File: src/rtl/operand_select_unit_pkg.sv
// operand_select_unit_pkg: shared select codes, scoreboard slot type and match helper
package operand_select_unit_pkg;
  localparam int REG_ADDR_W = 5;
  localparam logic [2:0] SEL_RF     = 3'b000;
  localparam logic [2:0] SEL_EXMEM  = 3'b001;
  localparam logic [2:0] SEL_MEMWB  = 3'b010;
  localparam logic [2:0] SEL_WBHOLD = 3'b011;
  localparam logic [2:0] SEL_IMM    = 3'b100;
  typedef struct packed {
    logic                  valid;
    logic [REG_ADDR_W-1:0] dest;
    logic                  reg_write;
    logic                  mem_read;
  } slot_t;
  // r0 is hard-wired zero, so a write to it never produces a forwardable value
  function automatic logic slot_match(input slot_t s, input logic [REG_ADDR_W-1:0] r);
    return s.valid && s.reg_write && (s.dest == r) && (r != '0);
  endfunction
endpackage

File: src/rtl/operand_select_unit_match_chain.sv
// operand_match_chain: youngest-first forwarding priority for one ALU operand
module operand_match_chain
  import operand_select_unit_pkg::*;
(
  input  slot_t                 ex_i,
  input  slot_t                 mem_i,
  input  slot_t                 wb_i,
  input  logic [REG_ADDR_W-1:0] reg_i,
  input  logic                  use_imm_i,
  output logic [2:0]            sel_o
);
  assign sel_o = use_imm_i             ? SEL_IMM    :
                 slot_match(ex_i, reg_i)  ? SEL_EXMEM  :
                 slot_match(mem_i, reg_i) ? SEL_MEMWB  :
                 slot_match(wb_i, reg_i)  ? SEL_WBHOLD : SEL_RF;
endmodule

File: src/rtl/operand_select_unit.sv
// operand_select_unit: EX operand mux selects, load-use stall and saturating stall counter
module operand_select_unit
  import operand_select_unit_pkg::*;
#(
  parameter int STALL_CNT_W = 16
) (
  input  logic                   Clk,
  input  logic                   Reset,
  input  logic                   id_valid,
  input  logic [REG_ADDR_W-1:0]  id_rs,
  input  logic [REG_ADDR_W-1:0]  id_rt,
  input  logic                   id_use_imm,
  input  logic [REG_ADDR_W-1:0]  id_dest,
  input  logic                   id_reg_write,
  input  logic                   id_mem_read,
  input  logic                   flush,
  output logic [2:0]             sel_a,
  output logic [2:0]             sel_b,
  output logic                   stall,
  output logic [STALL_CNT_W-1:0] stall_count
);
  slot_t                  ex_q, mem_q, wb_q, ex_d;
  logic [2:0]             sel_a_q, sel_b_q, sel_a_d, sel_b_d, a_sel, b_sel;
  logic [STALL_CNT_W-1:0] stall_count_q, stall_count_d;
  logic                   issue;

  operand_match_chain u_chain_a (
    .ex_i(ex_q), .mem_i(mem_q), .wb_i(wb_q), .reg_i(id_rs), .use_imm_i(1'b0), .sel_o(a_sel)
  );
  operand_match_chain u_chain_b (
    .ex_i(ex_q), .mem_i(mem_q), .wb_i(wb_q), .reg_i(id_rt), .use_imm_i(id_use_imm), .sel_o(b_sel)
  );

  // A load in EX has no data until MEM, so a dependent ID instruction waits one cycle
  assign stall = id_valid && ex_q.valid && ex_q.mem_read && ex_q.reg_write && (ex_q.dest != '0) &&
                 ((ex_q.dest == id_rs) || (!id_use_imm && (ex_q.dest == id_rt)));
  assign issue = id_valid && !stall && !flush;

  always_comb begin
    ex_d = '0;
    if (issue) begin
      ex_d.valid     = 1'b1;
      ex_d.dest      = id_dest;
      ex_d.reg_write = id_reg_write;
      ex_d.mem_read  = id_mem_read;
    end
    sel_a_d       = issue ? a_sel : SEL_RF;
    sel_b_d       = issue ? b_sel : SEL_RF;
    stall_count_d = (stall && !(&stall_count_q)) ? stall_count_q + STALL_CNT_W'(1) : stall_count_q;
  end

  always_ff @(posedge Clk or negedge Reset) begin
    if (!Reset) begin
      ex_q          <= '0;
      mem_q         <= '0;
      wb_q          <= '0;
      sel_a_q       <= SEL_RF;
      sel_b_q       <= SEL_RF;
      stall_count_q <= '0;
    end else begin
      ex_q          <= ex_d;
      mem_q         <= ex_q;
      wb_q          <= mem_q;
      sel_a_q       <= sel_a_d;
      sel_b_q       <= sel_b_d;
      stall_count_q <= stall_count_d;
    end
  end

  assign sel_a       = sel_a_q;
  assign sel_b       = sel_b_q;
  assign stall_count = stall_count_q;
endmodule

File: config.mk
export PLATFORM = sky130hd
export DESIGN_NAME = operand_select_unit
export DESIGN_NICKNAME = d
export VERILOG_FILES = /design/src/rtl/operand_select_unit_pkg.sv /design/src/rtl/operand_select_unit_match_chain.sv /design/src/rtl/operand_select_unit.sv
export SDC_FILE = /design/constraint.sdc
export NUM_CORES = 1
export LEC_CHECK = 0
export CORE_ASPECT_RATIO = 1.5
export CORE_MARGIN = 4
export CORE_UTILIZATION = 53
export CTS_CLUSTER_DIAMETER = 150
export DETAILED_ROUTE_END_ITERATION = 16
export GPL_ROUTABILITY_DRIVEN = 1
export PLACE_DENSITY = 0.81
export SLEW_MARGIN = 20
export SYNTH_ARGS = -nofsm -noshare
export SYNTH_HDL_FRONTEND = slang
export SYNTH_HIERARCHICAL = 1
export SYNTH_SLANG_ARGS = --single-unit
export TNS_END_PERCENT = 100
File: constraint.sdc
create_clock -name Clk -period 5.9 [get_ports Clk]
set_input_delay 1.77 -clock Clk [delete_from_list [all_inputs] [get_ports Clk]]
set_output_delay 1.77 -clock Clk [all_outputs]
set_load 0.05 [all_outputs]
==> results of run 1 <==
[through the flow]
stage               hold WS, ns  cell area, sq um  total power, uW   util  std cells
finish                    0.447              2880              569  0.678        300
global route              0.462              2880              595  0.678        300
CTS                       0.452              2880              575  0.678        300
detailed placement        0.421              2790              385  0.656        292
global placement          0.407              2790              384  0.656        292
floorplan                 0.374              2340              353      -        208
[where the power goes]
| group | switching, uW | total (uW) | internal, uW |
|---|---|---|---|
| Clock | 106 | 190 | 83.8 |
| Combinational | 31.5 | 62.4 | 30.9 |
| Sequential | 8.67 | 316 | 308 |
[critical path, delay by kind of cell]
kind	cells	cell delay (ns)
AO/OA/AOI/OAI	1	0.48
XOR/XNOR	1	0.18
buffers and inverters	2	0.79
AND/OR/NAND/NOR	2	0.36
[metal layers]
metal | vias to the layer above | share of wire | routed length [um]
li1 | 798 | - | -
met1 | 795 | 0.38 | 1900
met2 | 48 | 0.56 | 2790
met3 | 11 | 0.038 | 190
met4 | 0 | 0.029 | 144
met5 | - | 0 | 0
[state kept, by name, indices dropped and copies added, names as in the netlist]
| name | cells |
|---|---|
| sel_b | 3 |
| ex_q | 8 |
| mem_q | 7 |
| stall_count | 16 |
| wb_q | 7 |
| sel_a | 3 |
[worst min path at each step]
stage                     slack (ns)                  to          startpoint  cells after the start
after floorplan                 0.37   wb_q[1]$_DFF_PN0_  mem_q[1]$_DFF_PN0_                      0
after global placement          0.41  mem_q[7]$_DFF_PN0_   ex_q[7]$_DFF_PN0_                      0
after detailed placement        0.42  mem_q[7]$_DFF_PN0_   ex_q[7]$_DFF_PN0_                      0
after CTS                       0.45   wb_q[6]$_DFF_PN0_  mem_q[6]$_DFF_PN0_                      0
after global routing            0.46   wb_q[7]$_DFF_PN0_  mem_q[7]$_DFF_PN0_                      0
final                           0.45  mem_q[1]$_DFF_PN0_   ex_q[1]$_DFF_PN0_                      0
[final cells by class]
cell class / instances / area share
clock buffer: 5 / 0.0239
clock inverter: 3 / 0.00826
inverter: 6 / 0.00782
multi-input combinational: 152 / 0.403
sequential: 44 / 0.382
tap: 46 / 0.0200
timing repair buffer: 44 / 0.155
==> summary.md, run 1 <==
| Metric | Value |
|---|---|
| Status | `completed` |
| Pins Over Slew Limit | `0` |
| Initial antenna violation count | `0` |
| Worst Skew | `0.00668 ns` |
| Fin crit share | `0.906` |
| GR Util met3 | `0.0302` |
| Commonest cells after routing, fill and taps aside | `44 x dfrtp_1, 42 x clkdlybuf4s50_1, 30 x xnor2_1` |
| Die Y | `roughly 89 um` |
| Global routing's busiest layer | `met2` |
| Worst slew margin | `0.368` |
| Setup-failing EPs final | `0` |
| Post-DRT Antenna Nets | `0` |
| Core area | `roughly 0.0042 sq mm` |
| CP Capture Type | `output port` |
| Area of the multi-input gates | `roughly 0.0012 sq mm` |
| Post-layout minimum cycle time | `between 5 and 6 ns` |
| Root Buffer | `clkbuf_8` |
| Synthesis-to-layout area growth | `23.4%` |
| Critical Path End | `stall` |
| Violation count after the first detailed-route iteration | `44` |
| CP Data Required Time | `about 4.1 ns` |
| Reg2reg setup slack | `approximately 3.6 ns` |
| RSZ-0062 raised after global routing | `no` |
| Max Cap Viol | `0` |
| Startpoint types | `primary input` |
| Die area | `0.00555 sq mm` |
| Met2 GRT Util | `0.366` |
| # hold bufs at CTS | `0` |
| Storage cell area | `roughly 0.0011 sq mm` |
| Width of the die | `62.2 um` |
| Hold Vio Cnt, Final | `0` |
| Pleak | `approximately 0.0012 uW` |
| Cells after Synth | `roughly 210` |
| Reg-to-reg critical path endpoint | `stall_count[1]$_DFFE_PN0P_` |
| GPL Wtd Cong | `around 0.85` |
| Crit path kind | `primary input to output port` |
| CP max stage delay | `0.62 ns` |
| Max frequency | `0.187 GHz` |
| GRT Total Usage | `0.195` |
| Router iterations before antenna repair | `4` |
| Filler instances | `357` |
| TritonCTS Buffers | `5` |
| CTS Buffer Depth | `2` |
| Mean post-synth cell area | `~11 sq um` |
| Post-CTS Setup Bufs | `0` |
| Number of diodes | `0` |
| Clk_lat worst skew | `around 0.3 ns` |
| HPWL Detailed | `between 3000 and 4000 um` |
| Initial Util | `0.549` |
| Reg2reg start | `ex_q[3]$_DFF_PN0_` |
| Critical path origin | `id_rt[2]` |
| Rows | `29` |
| Vias in the first global route | `~1,800` |
| Pwr/cell area | `198 mW/mm^2` |
| Arrival time at the worst endpoint | `~3.6 ns` |
| Layout cell share with drive strength beyond 1 | `0.114` |
| Largest net degree at the start of global routing | `45` |
| Yosys warnings | `6` |
| Final WL | `approximately 5000 um` |
| PortBufs | `44` |
| Critical path's slowest cell | `clkdlybuf4s50_1` |
| CTS Sinks | `between 40 and 50` |
| Critical path peak fanout | `17` |
| GRT overflow | `0` |
| Resize count post-CTS | `0` |
| Number of H-tree levels | `2` |
| Via count | `roughly 1,700` |
| Dpl ws | `0.555 ns` |
| Post-route worst setup slack | `0.556 ns` |
| Worst hold-check path type | `register to register` |
| CTS tree | `yes` |
| Most common cell after layout, fill and taps aside | `dfrtp_1` |
| Worst-path clk slew | `0.08 ns` |
| Residual DRC count | `0` |
| R2R cell count | `5` |
| Worst Max-Slew Pin Slew | `0.948 ns` |
| Maximum vdd drop | `184 uV` |
| Layout Nets | `between 200 and 300` |
| Avg WL per Cell | `about 17 um` |
| Top Ports | `45` |
| Syn Std Cell Area | `roughly 0.0023 sq mm` |
| GR Layer Usage met1 | `0.216` |
| Crit-path cells | `clkdlybuf4s50_1, xnor2_1, nand4_1, o32a_4, nor2_1, buf_12` |
| DR vias/cell | `roughly 5.5` |
| Setup_tns | `0 ns` |
| First-pass GRT wire length | `between 8000 and 9000 um` |
(Power assumes the default switching activity.)
==> inputs of run 2 (changes only) <==
--- a/config.mk
+++ b/config.mk
@@ -12,6 +12,7 @@
 export DETAILED_ROUTE_END_ITERATION = 16
 export GPL_ROUTABILITY_DRIVEN = 1
 export PLACE_DENSITY = 0.81
+export REMOVE_ABC_BUFFERS = 1
 export SLEW_MARGIN = 20
 export SYNTH_ARGS = -nofsm -noshare
 export SYNTH_HDL_FRONTEND = slang
==> run 2 against run 1 <==
  * Global-route usage fell by 0.24 points
  * Clock skew about the same
  * Die area stayed put
  * Combinational power is 0.8% lower
  * Via count increased by 0.85%
  * Flip-flop and latch count unchanged
  * First-iteration DRC count rose by 23%
  * Critical path type unchanged
  * Clock-buffer cell count up 2
  * Maximum frequency fell by 0.52%
==> summary.md, run 2 (synthesized netlist as in run 1, its figures left out) <==
| Metric | Value |
|---|---|
| PortBufs | `44` |
| Commonest cells after routing, fill and taps aside | `44 x dfrtp_1, 42 x clkdlybuf4s50_1, 30 x xnor2_1` |
| Filler instances | `334` |
| Most common cell after layout, fill and taps aside | `dfrtp_1` |
| Reg2reg start | `ex_q[3]$_DFF_PN0_` |
| Critical path peak fanout | `17` |
| Root Buffer | `clkbuf_8` |
| Residual DRC count | `0` |
| Worst hold-check path type | `register to register` |
| CP Data Required Time | `about 4.1 ns` |
| Arrival time at the worst endpoint | `between 3 and 4 ns` |
| Clk_lat worst skew | `slightly below 0.3 ns` |
| Max frequency | `0.186 GHz` |
| Layout Nets | `~280` |
| Initial Util | `0.549` |
| Hold Crit Start | `mem_q[1]$_DFF_PN0_` |
| Crit-path cells | `clkdlybuf4s50_1, xnor2_1, nand4_1, o32a_4, nor2_1, buf_12` |
| Worst Max-Slew Pin Slew | `0.937 ns` |
| Resize count post-CTS | `0` |
| Setup_tns | `0 ns` |
| Vias in the first global route | `between 1,500 and 2,000` |
| Synthesis-to-layout area growth | `24.9%` |
| Router iterations before antenna repair | `6` |
| Avg WL per Cell | `~16 um` |
| Post-route worst setup slack | `between 0.5 and 0.6 ns` |
| Post-CTS Setup Bufs | `0` |
| Die Y | `89.2 um` |
| Pwr/cell area | `about 210 mW/mm^2` |
| Worst slew margin | `0.375` |
| Worst Skew | `between 0.006 and 0.007 ns` |
| CP Capture Type | `output port` |
| Critical path origin | `id_rt[2]` |
| Max Cap Viol | `0` |
| Top Ports | `45` |
| Pleak | `0.00125 uW` |
| DR vias/cell | `around 5.6` |
| Via count | `roughly 1,700` |
| Die area | `between 0.005 and 0.006 sq mm` |
| Fin crit share | `0.910` |
| # hold bufs at CTS | `0` |
| Initial antenna violation count | `0` |
| RSZ-0062 raised after global routing | `no` |
| Pins Over Slew Limit | `0` |
| TritonCTS Buffers | `5` |
| Number of H-tree levels | `2` |
| Violation count after the first detailed-route iteration | `54` |
| Worst path bufs/invs | `2` |
| Largest net degree at the start of global routing | `45` |
| Dpl ws | `approximately 0.54 ns` |
| Setup-failing EPs final | `0` |
| Number of diodes | `0` |
| Layout cell share with drive strength beyond 1 | `0.114` |
| GRT Total Usage | `0.193` |
| Worst-path clk slew | `about 0.08 ns` |
| Rows | `29` |
| Critical path's slowest cell | `clkdlybuf4s50_1` |
| CP max stage delay | `0.61 ns` |
| Startpoint types | `primary input` |
| Crit-path leading delay family | `buffers and inverters` |
| First-pass GRT wire length | `approximately 8400 um` |
| Status | `completed` |
| Hold Vio Cnt, Final | `0` |
| Maximum vdd drop | `roughly 180 uV` |
| Max reg flops | `16` |
| GRT overflow | `0` |
| GPL Wtd Cong | `roughly 0.82` |
| Final WL | `4890 um` |
| CTS Buffer Depth | `2` |
| Width of the die | `slightly above 60 um` |
| Post-DRT Antenna Nets | `0` |
| HPWL Detailed | `around 3600 um` |
| CTS Sinks | `44` |
| Post-layout minimum cycle time | `approximately 5.4 ns` |
| Core area | `0.00425 sq mm` |
| Crit path kind | `primary input to output port` |
| CTS tree | `yes` |
-- run 2: final cells by class --
class / count / area [sq um] / area share
Multi-Input combinational cell: 152 / 1160 / 0.398
Inverter: 6 / 22.5 / 0.00773
Clock inverter: 1 / 30.0 / 0.0103
Clock buffer: 7 / 96.3 / 0.0331
Sequential cell: 44 / 1100 / 0.378
Tap cell: 46 / 57.6 / 0.0198
Timing Repair Buffer: 44 / 445 / 0.153
-- run 2: worst reg2reg max path: stages, from the launching register on --
cell	delay, ns
dfrtp_1	0.49
or4_4	0.59
o21ai_4	0.27
a31o_2	0.32
or2_2	0.20
mux2_4	0.29
-- run 2: final timing paths --
check / end / slack (ns) / depth (start not counted)
min in group asynchronous: wb_q[7]$_DFF_PN0_ / 1.61 / 1
worst min register to register: wb_q[1]$_DFF_PN0_ / 0.41 / 0
worst min-delay path: wb_q[1]$_DFF_PN0_ / 0.41 / 0
worst max-delay path: stall / 0.53 / 6
max in group asynchronous: stall_count[10]$_DFFE_PN0P_ / 3.69 / 1
worst max register to register: stall_count[1]$_DFFE_PN0P_ / 3.64 / 5
-- run 2: metal layers --
metal / global-route usage / routed length (um)
met5: 0 / 0
met3: 0.0403 / 182
met4: 0.0868 / 131
met1: 0.214 / 1950
met2: 0.355 / 2630
-- run 2: through the flow --
stage               std cells  area (sq um)  utilization  hold slack [ns]  power [uW]
global placement          292          2790        0.656            0.388         383
CTS                       300          2910        0.686            0.409         632
global route              300          2910        0.686            0.434         652
detailed placement        292          2790        0.656            0.391         385
floorplan                 202          2280            -            0.374         351
finish                    300          2910        0.686            0.410         624
-- run 2: report_power, final --
part           internal [uW]  switching [uW]
registers                308            7.76
logic                   30.9            31.0
clock network            149            97.0
